--- src/rtl/pipe_pkg.sv ---
// pipe_pkg: shared pipeline-stage state encoding and default widths
package pipe_pkg;
    typedef enum logic [1:0] {PS_EMPTY, PS_BUSY, PS_FULL} pipe_state_t;
    localparam int PIPE_CNT_W_DEFAULT = 16;
endpackage

--- src/rtl/pipe_sat_counter.sv ---
// pipe_sat_counter: saturating up-counter with synchronous reset and increment enable
module pipe_sat_counter
    import pipe_pkg::*;
#(
    parameter int W = PIPE_CNT_W_DEFAULT
) (
    input  logic         clk,
    input  logic         rst,
    input  logic         inc,
    output logic [W-1:0] cnt_o
);
    logic [W-1:0] cnt_q, cnt_d;
    // count up on inc, sticking at all-ones instead of wrapping
    always_comb begin
        cnt_d = (inc && cnt_q != '1) ? cnt_q + W'(1) : cnt_q;
    end
    // counter register, cleared only by reset
    always_ff @(posedge clk) begin
        if (rst) cnt_q <= '0;
        else     cnt_q <= cnt_d;
    end
    assign cnt_o = cnt_q;
endmodule

--- src/rtl/pipe_stage_skid.sv ---
// pipe_stage_skid: ready/valid pipeline stage with 2-entry skid buffer, flush and registered ready.
// Optional stall/bubble performance counters are enabled by defining PIPE_STAGE_PERF_EN.
module pipe_stage_skid
    import pipe_pkg::*;
#(
    parameter int WIDTH         = 32,
    parameter bit CLEAR_PAYLOAD = 1'b1
`ifdef PIPE_STAGE_PERF_EN
    ,
    parameter int CNT_W         = PIPE_CNT_W_DEFAULT
`endif
) (
    input  logic             clk,
    input  logic             rst,
    input  logic             flush,
    input  logic             valid_i,
    output logic             ready_o,
    input  logic [WIDTH-1:0] data_i,
    output logic             valid_o,
    input  logic             ready_i,
    output logic [WIDTH-1:0] data_o
`ifdef PIPE_STAGE_PERF_EN
    ,
    output logic [CNT_W-1:0] stall_cnt_o,
    output logic [CNT_W-1:0] bubble_cnt_o
`endif
);
    pipe_state_t      state_q, state_d;
    logic [WIDTH-1:0] main_q, main_d;
    logic [WIDTH-1:0] skid_q, skid_d;
    logic             xfer_in, xfer_out;
    // handshakes depend only on registered state, so ready_o has no path from ready_i
    assign ready_o  = (state_q != PS_FULL);
    assign valid_o  = (state_q != PS_EMPTY);
    assign xfer_in  = valid_i && ready_o;
    assign xfer_out = valid_o && ready_i;
    assign data_o   = main_q;
    // next state and payload routing; flush overrides any transfer in this cycle
    always_comb begin
        state_d = state_q;
        main_d  = main_q;
        skid_d  = skid_q;
        if (flush) begin
            state_d = PS_EMPTY;
            main_d  = CLEAR_PAYLOAD ? '0 : main_q;
            skid_d  = CLEAR_PAYLOAD ? '0 : skid_q;
        end else begin
            case (state_q)
                PS_EMPTY: begin
                    state_d = xfer_in ? PS_BUSY : PS_EMPTY;
                    main_d  = xfer_in ? data_i : main_q;
                end
                PS_BUSY: begin
                    state_d = xfer_in ? (xfer_out ? PS_BUSY : PS_FULL) : (xfer_out ? PS_EMPTY : PS_BUSY);
                    main_d  = (xfer_in && xfer_out) ? data_i
                            : (!xfer_in && xfer_out && CLEAR_PAYLOAD) ? '0 : main_q;
                    skid_d  = (xfer_in && !xfer_out) ? data_i : skid_q;
                end
                PS_FULL: begin
                    state_d = xfer_out ? PS_BUSY : PS_FULL;
                    main_d  = xfer_out ? skid_q : main_q;
                    skid_d  = (xfer_out && CLEAR_PAYLOAD) ? '0 : skid_q;
                end
                default: begin
                    state_d = PS_EMPTY;
                end
            endcase
        end
    end
    // state and payload registers; reset empties both entries
    always_ff @(posedge clk) begin
        if (rst) begin
            state_q <= PS_EMPTY;
            main_q  <= CLEAR_PAYLOAD ? '0 : main_q;
            skid_q  <= CLEAR_PAYLOAD ? '0 : skid_q;
        end else begin
            state_q <= state_d;
            main_q  <= main_d;
            skid_q  <= skid_d;
        end
    end
`ifdef PIPE_STAGE_PERF_EN
    pipe_sat_counter #(.W(CNT_W)) u_stall_cnt (
        .clk   (clk),
        .rst   (rst),
        .inc   (valid_o && !ready_i),
        .cnt_o (stall_cnt_o)
    );
    pipe_sat_counter #(.W(CNT_W)) u_bubble_cnt (
        .clk   (clk),
        .rst   (rst),
        .inc   (!valid_o),
        .cnt_o (bubble_cnt_o)
    );
`endif
endmodule
--- config.mk ---
export PLATFORM = sky130hd
export DESIGN_NAME = pipe_stage_skid
export DESIGN_NICKNAME = d
export VERILOG_FILES = /design/src/rtl/pipe_pkg.sv /design/src/rtl/pipe_sat_counter.sv /design/src/rtl/pipe_stage_skid.sv
export SDC_FILE = /design/constraint.sdc
export NUM_CORES = 1
export LEC_CHECK = 0
export ABC_AREA = 1
export CAP_MARGIN = 15
export CORE_MARGIN = 2
export CORE_UTILIZATION = 47
export CTS_CLUSTER_DIAMETER = 30
export DETAILED_ROUTE_END_ITERATION = 10
export PLACE_DENSITY = 0.84
export SETUP_SLACK_MARGIN = 0.1
export SLEW_MARGIN = 20
export SYNTH_ARGS = -nofsm -noshare
export SYNTH_HDL_FRONTEND = slang
export SYNTH_SLANG_ARGS = --single-unit
--- constraint.sdc ---
create_clock -name clk -period 1.6 [get_ports clk]
set_clock_uncertainty 0.15 [all_clocks]
set_input_delay 0.32 -clock clk [delete_from_list [all_inputs] [get_ports clk]]
set_output_delay 0.32 -clock clk [all_outputs]
set_load 0.1 [all_outputs]
# Word level (Yosys, flattened, before mapping)
# Cells that the tools add are included.
dict set report word_totals {
  wordCells 37
  output_inout_bits 34
  ff_bits 66
  input_bits 37
}
dict set report op_classes {
  n_reduce_logical 14
  mux 13
  n_eq_ne 7
}
# operator count
set op_table {}
lappend op_table {{$mux W32} 6}
lappend op_table {{$pmux W32 S3} 1}
lappend op_table {{$pmux W32 S2} 1}
lappend op_table {{$ne A2 B2 Y1 const B} 4}
lappend op_table {{$pmux W2 S3} 1}
lappend op_table {{$logic_and A1 B1 Y1} 5}
lappend op_table {{$mux W2} 2}
lappend op_table {{$reduce_and A4 Y1} 1}
lappend op_table {{$reduce_bool A2 Y1} 2}
lappend op_table {{$ne A3 B3 Y1 const B} 1}
lappend op_table {{$reduce_and A3 Y1} 1}
lappend op_table {{$reduce_bool A3 Y1} 1}
lappend op_table {{$eq A2 B1 Y1 const B} 1}
lappend op_table {{$eq A2 B2 Y1 const B} 1}
lappend op_table {{$logic_not A1 Y1} 2}
lappend op_table {{$logic_not A2 Y1} 1}
lappend op_table {{$mux W1} 2}
lappend op_table {{$reduce_or A2 Y1} 1}

# Logic depth before layout (Yosys ltp)
# Gate-level depths: netlist (run 1).
dict set report logic_depth {
  word_depth 7
  ltp_mapped 11
  depth_no_buf 10
}

# Worst setup path after synthesis (run 1)
# Ideal clock, no wire load.
dict set report synth_path {
  kind {reg2reg}
  from {reg state_q[0]}
  to {reg main_q[0], in the netlist data_o[0]}
  path_stages_with_launch 10
  period_less_slack_ns 2.111
  n_path_buf 1
  t_required_ns 1.338
  path_slack_ns -0.511
  setup_ns 0.112
  arrival_time_ns 1.850
  cell_sequence {dfxtp_1 inv_1 ha_1 inv_2 nand2_2 o21ai_2 clkbuf_1 nand4_1 nor2_1 nor2_1}
}
dict set report synth_between {
  word_cells_on_any_way 17
  classes_between {eq/ne (6); mux (2); reduce/logical (9)}
}
# item line
set synth_lines {}
lappend synth_lines {{start, declared} pipe_stage_skid.sv:28} ;# pipe_state_t state_q, state_d;
lappend synth_lines {{start signal, assigned} pipe_stage_skid.sv:77} ;# state_q <= state_d;
lappend synth_lines {{$reduce_bool A2 Y1 *} pipe_stage_skid.sv:34} ;# assign valid_o = (state_q != PS_EMPTY);
lappend synth_lines {{via valid_o} pipe_stage_skid.sv:19} ;# output logic valid_o,
lappend synth_lines {{$logic_and A1 B1 Y1 *} pipe_stage_skid.sv:36} ;# assign xfer_out = valid_o && ready_i;
lappend synth_lines {{$logic_and A1 B1 Y1, on equally long branches} {pipe_stage_skid.sv:55, pipe_stage_skid.sv:56}}
lappend synth_lines {{$ne A3 B3 Y1 (no source line) / $mux W32 (equally long branches)} -}
lappend synth_lines {{$reduce_and A4 Y1 (no source line) / $pmux W32 S3 (equally long branches)} -}
lappend synth_lines {{end signal, assigned} pipe_stage_skid.sv:74} ;# main_q <= CLEAR_PAYLOAD ? '0 : main_q;
lappend synth_lines {{end signal, assigned} pipe_stage_skid.sv:78} ;# main_q <= main_d;
lappend synth_lines {{end, declared} pipe_stage_skid.sv:29} ;# logic [WIDTH-1:0] main_q, main_d;
# The timed path passes the listed nets; every way through them passes the cells marked *.
# A chain may end at the register's enable or synchronous reset.

# Worst setup path in the final report (run 1)
dict set report layout_path {
  from {reg state_q[0]}
  to {reg main_q[5], in the netlist data_o[5]}
}
dict set report layout_between {
  elab_chain_cells 6
  word_cells_on_any_way 17
  classes_between {eq/ne (6); mux (2); reduce/logical (9)}
}
# item line
set layout_rtl {}
lappend layout_rtl {{$ne A2 B2 Y1} pipe_stage_skid.sv:33} ;# assign ready_o = (state_q != PS_FULL);
lappend layout_rtl {{$logic_and A1 B1 Y1} pipe_stage_skid.sv:35} ;# assign xfer_in = valid_i && ready_o;
lappend layout_rtl {{$logic_not A1 Y1} pipe_stage_skid.sv:56} ;# : (!xfer_in && xfer_out && CLEAR_PAYLOAD) ? '0 : main_q;
lappend layout_rtl {{$logic_and A1 B1 Y1} pipe_stage_skid.sv:56}
lappend layout_rtl {{$ne A3 B3 Y1 (no source line)} -}
lappend layout_rtl {{$reduce_and A4 Y1 (no source line)} -}
# Several ways; a longest one is shown, not always the timed one.

==> results of run 1 <==
[routing by layer]
metal	vias up	wire [µm]	global-route usage [%]	share of wire, %
li1	1921	-	-	-
met2	378	6670	45.5	46
met5	-	0	0	0
met1	1987	5270	30.9	36
met3	137	1460	4.95	10
met4	0	1090	9.74	7.5
[power breakdown]
group | switching (mW) | internal, mW | total (mW)
combinational | 0.941 | 0.628 | 1.57
clock | 0.756 | 0.765 | 1.52
sequential | 0.0663 | 1.70 | 1.77
[through the flow]
| step | setup TNS [ns] | hold slack (ns) | util, % | setup slack, ns |
|---|---|---|---|---|
| 3_5_place_dp | -22.60 | 0.301 | 68.3 | -0.380 |
| 4_1_cts | -8.19 | 0.313 | 73.3 | -0.189 |
| 6_report | -15.22 | 0.343 | 83.1 | -0.377 |
| 3_3_place_gp | -18.85 | 0.296 | 68.3 | -0.354 |
| 5_1_grt | -17.39 | 0.356 | 83.1 | -0.408 |
| 2_1_floorplan | -0.158 | 0.289 | - | -0.00521 |
[state kept, by name, summed over array words and instances (netlist names)]
| signal | flops |
|---|---|
| data_o | 32 |
| state_q | 2 |
| skid_q | 32 |
[worst min-delay path: cells and delay by family, from the launching register on]
family / cells / cell delay [ns]
simple gates: 1 / 0.07
flops: 1 / 0.33
compound gates: 1 / 0.05
[layout make-up]
cell class,instances,area share (%)
clock buffers,10,2.30
clock inverters,6,1.09
well taps,99,2.07
flip-flops and latches,66,22.2
multi-input cells,382,37.1
inverters,83,5.64
repair buffers,119,29.6
[cells by family (layout without fill, tap and decap cells)]
| kind of cell | count (synthesis) | in the layout | share of synthesized area [%] |
|---|---|---|---|
| AND/OR/NAND/NOR | 340 | 340 | 40.3 |
| buffers and inverters | 118 | 218 | 14.2 |
| flip-flops | 66 | 66 | 38.0 |
| AO/OA/AOI/OAI | 37 | 37 | 5.75 |
| adder cells (fa/ha/maj) | 5 | 5 | 1.80 |
[worst paths after layout]
kind	from	to	slack (ns)
max	state_q[0]	data_o[5]	-0.38
min	skid_q[10]	skid_q[10]	0.34
max reg2reg	state_q[0]	data_o[5]	-0.38
min reg2reg	skid_q[10]	skid_q[10]	0.34
[repair_timing]
item	in CTS	in global routing
hold buffers	0	0
resized for setup	14	121
pin swaps	8	33
setup endpoints to repair	66	67
cloned	2	8
buffers inserted	4	6
[cells in the final DEF (no fill, tap or decap)]
cell type	netlist	layout
nor2_4	0	2
nand3_2	1	10
clkbuf_8	0	10
nand2_1	146	108
clkinvlp_4	0	2
o21ai_0	1	1
dfxtp_1	66	64
inv_1	81	78
inv_6	0	2
buf_6	3	8
a21oi_1	34	4
o21ai_4	0	1
clkbuf_16	0	6
clkinv_4	0	1
ha_4	0	4
buf_12	0	47
nand2_8	0	2
inv_12	0	1
nand2_2	3	20
nand2_4	0	19
clkinv_2	0	2
nand4_1	32	32
nor2_2	1	3
nor2_1	133	129
buf_8	0	4
or2_2	1	1
a21oi_2	0	26
a21oi_4	1	5
bufinv_16	0	1
inv_4	0	2
nand3_1	23	8
buf_4	3	16
clkdlybuf4s50_1	0	36
dfxtp_4	0	2
ha_1	5	1
buf_16	0	2
nand3_4	0	6
==> metrics, run 1 <==
CTS tree built; Seq/Total Area, Yosys 38.0%; failing checks negative setup slack; via count 4423; Final Setup Violations 66; initial antenna violation count 0; design area around 0.006 mm²; Syn Area/Cell 6.15 µm²; kind of critical path reg -> reg; hold crit path type reg -> reg; Antenna Cells 0; vias in the first global route 3698; Cell Count, Final, Fillers Out ~770; Max Freq ~0.51 GHz; DP Area between 0.004 and 0.005 mm²; Cell variety after synth 20; CP top delay family buffers and inverters; clock buffer count from CTS 9; Post-synth top flop dfxtp_1; layout cell share with drive strength beyond 1 between 30% and 40%; Area contributors post-synth dfxtp_1 (38%), nand2_1 (16%), nor2_1 (14%); Total GRT Usage 25.8%; DIE AREA 0.00811 mm²; WP data required 1.70 ns; Die X 90.1 µm; Power Dens Cells 811 mW/mm²; Synth Warn # 0; grt total ovfl 0; post-synth design cell area 0.00348 mm²; Placed Cells about 730; Worst VDD drop roughly 0.66 mV; Synth Register Bits 66; Post-synth EDFFs 0; crit path DAT around 2.1 ns; ys async rst share 0%; CP max FO 14; Cells after Synth 566; fin crit share 124%; Final Hold Viols 0; initial DRC count 497; Leak around 2.6 nW; Die Ht 90.1 µm; R2R cell count 9; I/O Buffers 70; Max transition margin 75.5%; Largest stage delay, worst path approximately 0.39 ns; RSZ-0062 raised after global routing yes; area taken by multi-input logic gates roughly 0.0022 mm²; antenna-violating nets left 0; row count 31; Crit path buffers/inverters 4; Tightest Pin Transition 0.366 ns; syn nets 608; Clock Tree Root clkbuf_8; CTS Buffer Depth 2; min setup slack post-route -0.377 ns; count leader, synth nand2_1; CP endpoint kind register; clock sink total 66; Slew Limit Fails 0; clk slew on worst S/H paths 0.09 ns; Worst path depth 9; worst skew pair latency 0.37 ns; H-tree depth 3; initial core utilization 48.2%; Synth top area share 38.0%; first-pass GRT wire length 17100 µm; Syn-to-layout area delta 72.2%; hpwl dp ~6500 µm; CP Cell Sequence inv_6, ha_4, buf_4, o21ai_4, buf_4, buf_12, nand4_1, nor2_1, nor2_1; DRT Pass-1 Iters 8; fin crit period 1.98 ns; Seq. cell area 0.00133 mm²; final-stage net count 703; CP startpoint kind register; Synth area leader dfxtp_1; largest net degree at the start of global routing 25; maxcap violations 0; GP Congestion about 0.86; Power, Total approximately 4.9 mW; Commonest cells post-synth nand2_1 (146), nor2_1 (133), inv_1 (81); crit path max-delay cell type dfxtp_4; final wirelength around 14000 µm; DRC errors left 0; status complete, but fails checks; CORE AREA around 0.007 mm²; Avg WL per Cell between 15 and 20 µm; cell depth of the worst min-delay path 2; fillers approximately 380; Via density 5.78; I/O Pins 71
No activity file was read; power rests on OpenSTA's default activity.
==> run 2: changes to the inputs <==
GPL_TIMING_DRIVEN = 1   (was unset)
PLACE_DENSITY = 0.77   (was 0.84)
==> run 2 against run 1 <==
Non-clock buffer count grew 3. Critical path type unchanged. The flow still finishes with violations (negative setup slack). Die area did not move. Clock power barely moved. Worst hold slack got worse by 0.015 ns. Critical path depth is 2 higher. Worst setup slack gained 0.0019 ns.
==> metrics, run 2 (synthesis gave the netlist of run 1 again) <==
status complete, but fails checks; failing checks negative setup slack; antenna-violating nets left 0; initial antenna violation count 0; Worst VDD drop 0.591 mV; Crit path buffers/inverters 5; Tightest Pin Transition between 0.3 and 0.4 ns; commonest non-fill, non-tap cells in the layout nor2_1 (123), nand2_1 (97), inv_1 (78), dfxtp_1 (64), buf_12 (46); CP max FO 16; clk slew on worst S/H paths 0.08 ns; clock sink total 66; Final Setup Violations 66; DIE AREA 0.00811 mm²; dpl ws -0.422 ns; fillers 376; I/O Pins 71; Max Freq approximately 0.51 GHz; Total GRT Usage 27.2%; min setup slack post-route -0.375 ns; CP endpoint kind register; WP data required 1.71 ns; Leak 2.56 nW; final wirelength 14500 µm; CTS tree built; crit path DAT 2.09 ns; maxcap violations 0; initial DRC count 664; Power, Total 4.92 mW; hold crit path type reg -> reg; CP startpoint kind register; Power Dens Cells a little over 800 mW/mm²; H-tree depth 3; first-pass GRT wire length 18000 µm; via count 4485; DRT Pass-1 Iters 7; I/O Buffers 70; most common cell after layout, fill and taps aside nor2_1; CP top delay family simple AND/OR/NAND/NOR gates; Clock Tree Root clkbuf_8; GP Congestion 0.834; hpwl dp roughly 6500 µm; crit path max-delay cell type dfxtp_4; RSZ-0062 raised after global routing yes; fin crit share 123%; Die Ht 90.1 µm; grt total ovfl 0; clock buffer count from CTS 9; Final Hold Viols 0; layout cell share with drive strength beyond 1 32.9%; Die X 90.1 µm; row count 31; vias in the first global route 3855; Antenna Cells 0; Syn-to-layout area delta 72.6%; fin crit period 1.97 ns; worst skew pair latency 0.37 ns; DRC errors left 0; Max transition margin 76.9%; Avg WL per Cell 18.9 µm; final-stage net count 706; CORE AREA between 0.007 and 0.008 mm²; Via density about 5.8; CP Cell Sequence inv_6, ha_4, buf_6, buf_4, nand2_1, inv_1, buf_6, nand2_1, nand4_1, nor2_1, nor2_1; Largest stage delay, worst path 0.39 ns; Slew Limit Fails 0; initial core utilization 48.2%; CTS Buffer Depth 2; largest net degree at the start of global routing 24; kind of critical path reg -> reg
-- run 2: cell count changes in the layout (fill, tap and decap cells not counted), sizes merged --
cell,delta
buf,+5
inv,-1
bufinv,-1
clkbuf,+1
clkinvlp,-1
-- run 2: cell type report --
type | count | area [µm²] | share of cell area (%)
clock buffer | 13 | 190 | 3.17
timing repair buffer | 122 | 1810 | 30.2
clock inverter | 3 | 18.8 | 0.312
tap | 99 | 124 | 2.06
multi-input combinational | 382 | 2190 | 36.5
inverter | 83 | 338 | 5.62
sequential | 66 | 1330 | 22.1
-- run 2: worst paths after layout --
kind | end | cells after the start | slack [ns] | from
worst max-delay path | data_o[31] | 11 | -0.37 | state_q[0]
worst min register to register | skid_q[25] | 2 | 0.33 | skid_q[25]
worst min-delay path | skid_q[25] | 2 | 0.33 | skid_q[25]
worst max register to register | data_o[31] | 11 | -0.37 | state_q[0]
-- run 2: timing repair --
item                                    4_1_cts  5_1_grt
buffers inserted                              5       10
hold buffers                                  0        0
pin swaps                                    10       44
resized for setup                            30      117
cloned                                        6        5
endpoints found under the setup margin       66       68
-- run 2: worst reg2reg max path, cell delays in order, from the launching register on --
cell,delay [ns]
dfxtp_4,0.39
inv_6,0.05
ha_4,0.18
buf_6,0.12
buf_4,0.14
nand2_1,0.06
inv_1,0.08
buf_6,0.17
nand2_1,0.12
nand4_1,0.16
nor2_1,0.17
nor2_1,0.08
-- run 2: stage by stage --
step	instances	hold slack [ns]	setup TNS, ns	utilization, %	cell area, µm²
after floorplan	566	0.289	-0.158	-	3670
after global placement	731	0.296	-19.86	67.8	4890
after detailed placement	731	0.302	-22.69	67.8	4890
after CTS	758	0.313	-10.33	75.7	5460
after global routing	768	0.346	-18.53	83.3	6010
final	768	0.329	-16.36	83.3	6010
-- run 2: metal layers --
metal  vias to the layer above  share of wire (%)  global-route usage (%)
met2                       417                 47                    48.3
li1                       1925                  -                       -
met5                         -                  0                       0
met3                       135                 11                    6.20
met4                         0                6.9                    12.9
met1                      2008                 35                    30.8
-- run 2: power breakdown --
group          leakage, nW  internal, mW  switching, mW
registers            0.538          1.70         0.0660
clock network        0.111         0.783          0.750
logic                 1.91         0.650          0.965
total                 2.56          3.14           1.78
